## config.mk

```make
export PLATFORM = sky130hd
export DESIGN_NAME = mux_oh
export DESIGN_NICKNAME = d
export VERILOG_FILES = /design/src/rtl/mux_oh.sv
export SDC_FILE = /design/constraint.sdc
export NUM_CORES = 1
export LEC_CHECK = 0
export BUFFER_PORTS_ARGS = -buffer_cell sky130_fd_sc_hd__buf_2
export CORE_AREA = 2 2 54 56
export DETAILED_ROUTE_END_ITERATION = 16
export DIE_AREA = 0 0 56 58
export HOLD_SLACK_MARGIN = 0.15
export PLACE_DENSITY_LB_ADDON = 0.1
export SLEW_MARGIN = 20
export SYNTH_ARGS = -nofsm -noshare
export SYNTH_HDL_FRONTEND = slang
export SYNTH_HIERARCHICAL = 1
export SYNTH_SLANG_ARGS = --single-unit
```

## constraint.sdc

```tcl
create_clock -name clk_i -period 0.94 [get_ports clk_i]
set_clock_uncertainty 0.15 [all_clocks]
set_input_delay 0.188 -clock clk_i [delete_from_list [all_inputs] [get_ports clk_i]]
set_output_delay 0.188 -clock clk_i [all_outputs]
set_load 0.03 [all_outputs]
```

## src/rtl/mux_oh.sv

```systemverilog
// One-hot-select AND-OR multiplexer with a registered output stage.
// Define MUX_OH_CHECK_EN to build the one-hot detector and the err_o register.

module mux_oh_lane #(
    parameter int DataWidth = 8
) (
    input  logic                 sel,
    input  logic [DataWidth-1:0] data,
    output logic [DataWidth-1:0] gated
);
    assign gated = data & {DataWidth{sel}};
endmodule

module mux_oh #(
    parameter int InputWidth = 8,
    parameter int DataWidth  = 8
) (
    input  logic                                 clk_i,
    input  logic                                 rst_ni,
    input  logic                                 valid_i,
    input  logic [InputWidth-1:0]                sel_i,
    input  logic [InputWidth-1:0][DataWidth-1:0] data_i,
    output logic                                 valid_o,
    output logic [DataWidth-1:0]                 data_o,
    output logic                                 err_o
);
    logic [InputWidth-1:0][DataWidth-1:0] gated;
    logic [DataWidth-1:0]                 mux;

    for (genvar g = 0; g < InputWidth; g++) begin : g_lane
        mux_oh_lane #(.DataWidth(DataWidth)) u_lane (
            .sel   (sel_i[g]),
            .data  (data_i[g]),
            .gated (gated[g])
        );
    end

    // Plain OR of gated lanes: multi-hot selects yield the OR of those lanes.
    always_comb begin
        mux = '0;
        for (int i = 0; i < InputWidth; i++) begin
            mux = mux | gated[i];
        end
    end

    always_ff @(posedge clk_i) begin
        if (!rst_ni) begin
            valid_o <= 1'b0;
            data_o  <= '0;
        end else begin
            valid_o <= valid_i;
            if (valid_i) begin
                data_o <= mux;
            end
        end
    end

`ifdef MUX_OH_CHECK_EN
    logic onehot;
    assign onehot = (sel_i != '0) && ((sel_i & (sel_i - InputWidth'(1))) == '0);

    always_ff @(posedge clk_i) begin
        if (!rst_ni) begin
            err_o <= 1'b0;
        end else begin
            err_o <= valid_i & ~onehot;
        end
    end

    always_ff @(posedge clk_i) begin
        if (rst_ni && valid_i) begin
            assert (onehot) else $error("mux_oh: sel_i not one-hot: %b", sel_i);
        end
    end
`else
    assign err_o = 1'b0;
`endif

endmodule

```

Word-level counts from Yosys, hierarchy flattened

Cells that the tools add are included.
Widths: inputs -> output; s select.

Bitwise operators: 15

Operators by type and width:

| kind        | count |
|---|---|
| $and 8x8->8 | 8 |
| $or 8x8->8  | 7 |

Register bits after elaboration: 9
Input port bits: 75

Depth between registers and ports, before layout

Gate-level depths: netlist of run 1.

Depth in word-level cells: 8
Mapped depth: 3

By module

The synthesis of run 1 kept the hierarchy.

Modules (own cells, without submodules):

| module      | times used | cells each | area each (µm²) |
|---|---|---|---|
| mux_oh      | 1          | 45         | 404.1 |
| mux_oh_lane | 8          | 8          | 50.0 |

Worst setup path after synthesis of run 1

Ideal clock, no wire load.

Kind: input port to flip-flop
Start: input data_i[32] (netlist bit)
End: register data_o[0]
Library setup time: 0.129 ns
Arrival: 0.669 ns
Setup slack: -0.008 ns
Stages: 3
Path buffers: 0
Cell sequence: and2_1 > nor4_1 > a31oi_1

Word-level cells in the longest chain between the ends: 5

Ends and longest elaborated chain:

| item                     | line | source |
|---|---|---|
| start: declaration       | 22   | `input logic [InputWidth-1:0][DataWidth-1:0] data_i,` |
| $and 8x8->8              | 11   | `assign gated = data & {DataWidth{sel}};` |
| $or 8x8->8 (4 in series) | 42   | `mux = mux \| gated[i];` |
| end signal: assignment   | 53   | `data_o <= mux;` |
| end: declaration         | 24   | `output logic [DataWidth-1:0] data_o,` |

Every way passes these cells.
A chain may end at the register's enable or synchronous reset.

Final worst setup path of run 1

Start: register data_o[0]
End: output data_o[0]

No word-level cell between the ends.

==> results of run 1 <==
==> placed cells by master, fill, tap and decap left out <==
cell type and n:
sky130_fd_sc_hd__a31oi_1 8, sky130_fd_sc_hd__and2_1 53, sky130_fd_sc_hd__and2_2 1, sky130_fd_sc_hd__and2_4 11, sky130_fd_sc_hd__buf_2 72, sky130_fd_sc_hd__buf_4 4
sky130_fd_sc_hd__buf_6 9, sky130_fd_sc_hd__buf_8 1, sky130_fd_sc_hd__clkbuf_1 1, sky130_fd_sc_hd__clkbuf_4 3, sky130_fd_sc_hd__conb_1 1, sky130_fd_sc_hd__dfxtp_2 9
sky130_fd_sc_hd__nor4_1 5, sky130_fd_sc_hd__nor4_2 8, sky130_fd_sc_hd__nor4_4 3, sky130_fd_sc_hd__o21ai_0 7, sky130_fd_sc_hd__o21ai_2 1
==> path summary, 6_finish.rpt <==
kind,from,end,slack (ns),cells past startpoint
min,rst_ni,data_o[7],0.07,3
max reg2reg,data_o[7],data_o[7],0.05,3
min reg2reg,data_o[1],data_o[1],0.39,2
max,data_o[0],data_o[0],-0.13,1
==> routing by layer <==
metal | share of wire | GRT usage
met2 | 0.58 | 0.366
met3 | 0.058 | 0.0469
met5 | 0 | 0
met1 | 0.36 | 0.183
met4 | 0.0050 | 0.0170
==> registers in the layout, summed over array words and instances, names as in the netlist <==
name     cells
valid_o      1
data_o       8
==> cell usage after synthesis (all sizes together) <==
cell	n
and2	65
nor4	16
o21ai	8
conb	1
buf	2
dfxtp	9
a31oi	8
==> logic make-up after synthesis <==
kind of cell,after synthesis
AO/OA/AOI/OAI,16
flip-flops,9
AND/OR/NAND/NOR,81
buffers and inverters,2
other,1
==> metrics by stage <==
stage / hold slack, ns / instance area [sq um] / setup WS [ns] / util / TNS [ns]
2_1_floorplan: 0.149 / 825 / -0.00214 / - / -0.0171
3_3_place_gp: 0.343 / 1270 / -0.315 / 0.479 / -2.24
3_5_place_dp: 0.343 / 1270 / -0.299 / 0.479 / -2.26
4_1_cts: 0.0610 / 1400 / -0.142 / 0.527 / -1.10
5_1_grt: 0.0812 / 1490 / -0.159 / 0.560 / -1.32
6_report: 0.0719 / 1490 / -0.133 / 0.560 / -1.05
==> power by group through the flow <==
stage / Sequential (mW) / Combinational [mW] / Clock [mW]
after floorplan: 0.493 / 0.188 / 0
after global placement: 0.433 / 0.470 / 0
after detailed placement: 0.434 / 0.478 / 0
after CTS: 0.439 / 0.531 / 0.308
after global routing: 0.442 / 0.631 / 0.338
final: 0.440 / 0.584 / 0.298
==> layout make-up <==
class	instances	area share
Sequential cell	9	0.128
Clock buffer	4	0.0176
Timing Repair Buffer	86	0.340
Multi-Input combinational cell	98	0.488
Tap cell	31	0.0260
==> what timing repair did <==
| item | CTS | global route |
|---|---|---|
| pin swaps | 2 | 4 |
| gates cloned | 0 | 0 |
| hold endpoints to repair | 9 | 7 |
| resized for setup | 33 | 16 |
| buffers inserted | 0 | 1 |
| endpoints found under the setup margin | 15 | 15 |
==> results.txt, run 1 <==
Gate count of the mapped netlist: 109
Dominant combinational cell family by area after synthesis: simple AND/OR/NAND/NOR gates
Wire length of the first global-routing pass: 4620 microns
Worst hold path type: input pin to flip-flop
Type of the setup path with the least slack: flip-flop to output pin
Cell area after synthesis: 805 sq um
Status: finished with violations
Violated checks: negative setup slack
Part of the Yosys area used for sequential elements: 0.224
Cell family with most CP delay: flip-flops
Clock-pin transition on the worst setup and hold timing paths: 0.06 ns
Share of the cycle needed by the critical path after routing: 1.14
DRT Wirelength: 2990 microns
Endpoint required time on the critical path: 0.60 ns
Synthesis-to-layout area growth: 85.4%
Initial DRT Pass Iterations: 4
Global-route congestion overflow total: 0
Antenna violations before repair: 0
Die height: 58 microns
Combined area of the multi-input logic cells: 728 sq um
Max FO, Critical Path: 2
Post-layout net count: 273
Hold Violations, Final: 0
Finished Layout Cells: 228
Area fraction in compound gates after synthesis: 0.117
Share of synthesized cell area in and, or, nand and nor gates: 0.631
Net count after synthesis: 184
Post-synthesis xor/xnor area fraction: 0
Yosys reg bits: 9
Site Rows: 19
Ratio of cells with drive above 1 in the final layout: 0.619
Clock Root Buffer: sky130_fd_sc_hd__clkbuf_4
Cell chain of the critical path: buf_6
Overall power consumption: 1.32 mW
CTS tree: built
Power per cell area: 886 nW/um^2
PortBufs: 83
Floorplan die area: 3250 sq um
Min cycle time layout: 1.07 ns
Final setup margin: -0.133 ns
Floorplan Core Area: 2660 sq um
Worst-Skew Late Latency: 0.25 ns
Maximum number of pins on one net before global-route repair: 18
Arrival time of the worst setup path: 0.74 ns
Share of power burned in registers: 0.333
Internal power summed over all cells: 0.908 mW
Share of the synthesized area in the top cell type: 0.498
Clock sink total: 9
Buffers plus inverters on the worst setup path: 1
Clock buffer count from CTS: 3
CTS H-tree lvls: 1
Share of total power consumed by net switching: 0.313
Peak ir drop on the vdd network: 903 uV
Achievable frequency: 0.932 GHz
Placed cells: 223
Residual DRC: 0
Dominant cells by area after synthesis: sky130_fd_sc_hd__and2_1, sky130_fd_sc_hd__dfxtp_1, sky130_fd_sc_hd__nor4_1
Overall via count from detail_route: 1,117
Maximum single-stage delay on the critical path: 0.35 ns
Leakage: 0.713 nW
Kind of capture point of the worst setup path: output pin
Number of distinct library cells after synthesis: 10
Cell with the largest stage delay on the worst path: sky130_fd_sc_hd__dfxtp_2
Mux share of post-synthesis cell area: 0
Antenna diode count: 0
FF/Latch Area: 191 sq um
Global Route Usage Sum: 0.177
Die X: 56 microns
Layout fillers: 271
Hpwl dp: 2290 microns
Max Slew Vio Count: 0
Drt first-iter violations: 10
Maxcap violations: 0
Count of synthesis-stage warnings from yosys: 6
Relative contribution of the clock network to total power: 0.225
Drt via density: 4.90
Starting utilization of the core area: 0.302
Post-synthesis share of cell area spent on full adders, half adders and majority gates: 0
Combinational share of power: 0.442
IO Pins: 85
Number of antenna-violating nets in the routed design: 0
Routability Congestion: 0.689
Mean instance size in the synthesized netlist: 7.38 sq um
RSZ-0062 raised after global routing: true
Net load switching power: 0.413 mW
Startpoint class of the critical path: flip-flop
Number of failing setup endpoints in the final timing report: 9
Wire length per cell after detailed routing: 13.1 microns
Via count of the first global-routing pass: 1,158
Cell taking the most area after synthesis: sky130_fd_sc_hd__and2_1
Deepest clock path buffer count: 2
Note: power is estimated with default switching activity, not from simulation.
==> run 2: changes to the inputs <==
--- a/config.mk
+++ b/config.mk
@@ -6,9 +6,12 @@
 export NUM_CORES = 1
 export LEC_CHECK = 0
 export BUFFER_PORTS_ARGS = -buffer_cell sky130_fd_sc_hd__buf_2
-export CORE_AREA = 2 2 54 56
+export CAP_MARGIN = 20
+export CELL_PAD_IN_SITES_DETAIL_PLACEMENT = 1
+export CELL_PAD_IN_SITES_GLOBAL_PLACEMENT = 2
+export CORE_AREA = 2 2 79 81
 export DETAILED_ROUTE_END_ITERATION = 16
-export DIE_AREA = 0 0 56 58
+export DIE_AREA = 0 0 81 83
 export HOLD_SLACK_MARGIN = 0.15
 export PLACE_DENSITY_LB_ADDON = 0.1
 export SLEW_MARGIN = 20
==> results.txt, run 2 (synthesis results as in run 1) <==
RSZ-0062 raised after global routing: true
Overall via count from detail_route: 1,137 (+1.8%)
Cell family with most CP delay: flip-flops
CTS tree: built
Routability Congestion: 0.683 (-0.88%)
Maxcap violations: 0 (unchanged)
DRT Wirelength: 3920 microns (+31%)
Fin util: 0.298 (-0.262)
Power per cell area: 915 nW/um^2 (+3.3%)
Global Route met3 Usage: 0.0272 (-0.0197)
Global-route congestion overflow total: 0 (unchanged)
Number of cells on the worst hold path: 3 (unchanged)
Max Slew Vio Count: 0 (unchanged)
Via count of the first global-routing pass: 1,311 (+13%)
Number of gates on the worst path with buffers counted: 1 (unchanged)
Number of antenna-violating nets in the routed design: 0 (unchanged)
Most frequent cells in the layout: sky130_fd_sc_hd__buf_2, sky130_fd_sc_hd__and2_1, sky130_fd_sc_hd__and2_4, sky130_fd_sc_hd__buf_6, sky130_fd_sc_hd__nor4_4
Drt via density: 4.16 (-15%)
Residual DRC: 0 (unchanged)
Wire length per cell after detailed routing: 14.4 microns (+9.6%)
Kind of capture point of the worst setup path: output pin
Type of the setup path with the least slack: flip-flop to output pin
Floorplan Core Area: 5820 sq um (+120%)
Maximum single-stage delay on the critical path: 0.34 ns (about the same)
Clock-pin transition on the worst setup and hold timing paths: 0.05 ns (about the same)
Startpoint class of the critical path: flip-flop
Depth of the worst register-to-register path: 3 (unchanged)
Min cycle time layout: 1.04 ns (-0.0334 ns)
Global Route Usage Sum: 0.115 (-0.0620)
Deepest clock path buffer count: 2 (unchanged)
Hold Violations, Final: 0 (unchanged)
Max FO, Critical Path: 2 (unchanged)
Buffers plus inverters on the worst setup path: 1 (unchanged)
GR Util met2: 0.221 (-0.146)
Hold WS: 0.105 ns (+0.0331 ns)
Number of flip-flops in the largest register: 8 (unchanged)
Post-layout net count: 274 (+0.37%)
Site Rows: 28 (+9)
Register with the highest flop count: data_o
CTS H-tree lvls: 1 (unchanged)
Antenna diode count: 0 (unchanged)
Status: finished with violations
Endpoint required time on the critical path: 0.60 ns (about the same)
Clock Root Buffer: sky130_fd_sc_hd__clkbuf_8
Placed cells: 272 (+22%)
Achievable frequency: 0.961 GHz (+3.2%)
Share of the cycle needed by the critical path after routing: 1.11 (-0.0355)
Peak ir drop on the vdd network: 416 uV (-54%)
Number of failing setup endpoints in the final timing report: 9 (unchanged)
Worst hold path type: input pin to flip-flop
Starting utilization of the core area: 0.138 (-0.164)
PortBufs: 83 (unchanged)
Antenna violations before repair: 0 (unchanged)
Layer with the highest usage after global routing: met2
Arrival time of the worst setup path: 0.70 ns (-0.04 ns)
Drt first-iter violations: 22 (+12)
Biggest regs: data_o x8, valid_o x1
Leakage: 0.782 nW (+9.7%)
Ratio of cells with drive above 1 in the final layout: 0.687 (+0.0676)
Violated checks: negative setup slack
Initial DRT Pass Iterations: 4 (unchanged)
IO Pins: 85 (unchanged)
Die X: 81 microns (+45%)
Met1 track demand over resource in global routing: 0.125 (-0.0583)
Floorplan die area: 6720 sq um (+110%)
Clock sink total: 9 (unchanged)
Maximum number of pins on one net before global-route repair: 18 (unchanged)
Most frequent standard cell in the layout excluding fill and tap cells: sky130_fd_sc_hd__buf_2
Cell with the largest stage delay on the worst path: sky130_fd_sc_hd__dfxtp_2
Finished Layout Cells: 273 (+20%)
Final setup margin: -0.100 ns (+0.0334 ns)
Cell chain of the critical path: buf_6
Die height: 83 microns (+43%)
Wire length of the first global-routing pass: 6030 microns (+31%)
Clock buffer count from CTS: 3 (unchanged)
Worst-Skew Late Latency: 0.23 ns (-0.02 ns)
Synthesis-to-layout area growth: 115%
==> run 2: worst min-delay path, cell delays in order <==
cell and delay (ns):
sky130_fd_sc_hd__buf_2 0.16, sky130_fd_sc_hd__o21ai_2 0.07, sky130_fd_sc_hd__a31oi_1 0.03
==> run 2: metrics by stage <==
step	power, mW	setup WS [ns]	area (sq um)	TNS, ns
floorplan	0.681	-0.00214	825	-0.0171
global placement	0.959	-0.403	1380	-2.95
detailed placement	0.969	-0.413	1380	-3.02
CTS	1.55	-0.127	1620	-0.941
global route	1.69	-0.137	1730	-1.03
finish	1.59	-0.100	1730	-0.777
==> run 2: final timing paths <==
kind,from,end,slack (ns)
setup / recovery,data_o[4],data_o[4],-0.10
hold / removal,rst_ni,data_o[7],0.11
setup reg to reg,data_o[4],data_o[4],0.04
hold reg to reg,data_o[2],data_o[2],0.39
==> run 2: power breakdown <==
group | total (mW) | leakage (nW) | internal (mW) | switching [mW]
Sequential | 0.443 | 0.0772 | 0.420 | 0.0228
Clock | 0.445 | 0.0228 | 0.295 | 0.150
Combinational | 0.699 | 0.682 | 0.397 | 0.301
==> run 2: repair_timing <==
action | in CTS | in global routing
buffers inserted | 0 | 2
gates resized for setup | 58 | 26
hold endpoints to repair | 6 | 1
endpoints found under the setup margin | 17 | 17
pin swaps | 11 | 12
cloned | 0 | 0
==> run 2: routing by layer <==
metal | share of wire | routed length (microns)
met1 | 0.37 | 1450
met2 | 0.58 | 2280
met3 | 0.045 | 176
met4 | 0.0041 | 16
met5 | 0 | 0
==> run 2: area by class of cell <==
type | instances | area (sq um)
fillers | 720 | 4080
multi-input cells | 98 | 833
repair buffers | 87 | 569
flip-flops and latches | 9 | 191
well taps | 75 | 93.8
clock buffers | 4 | 45.0
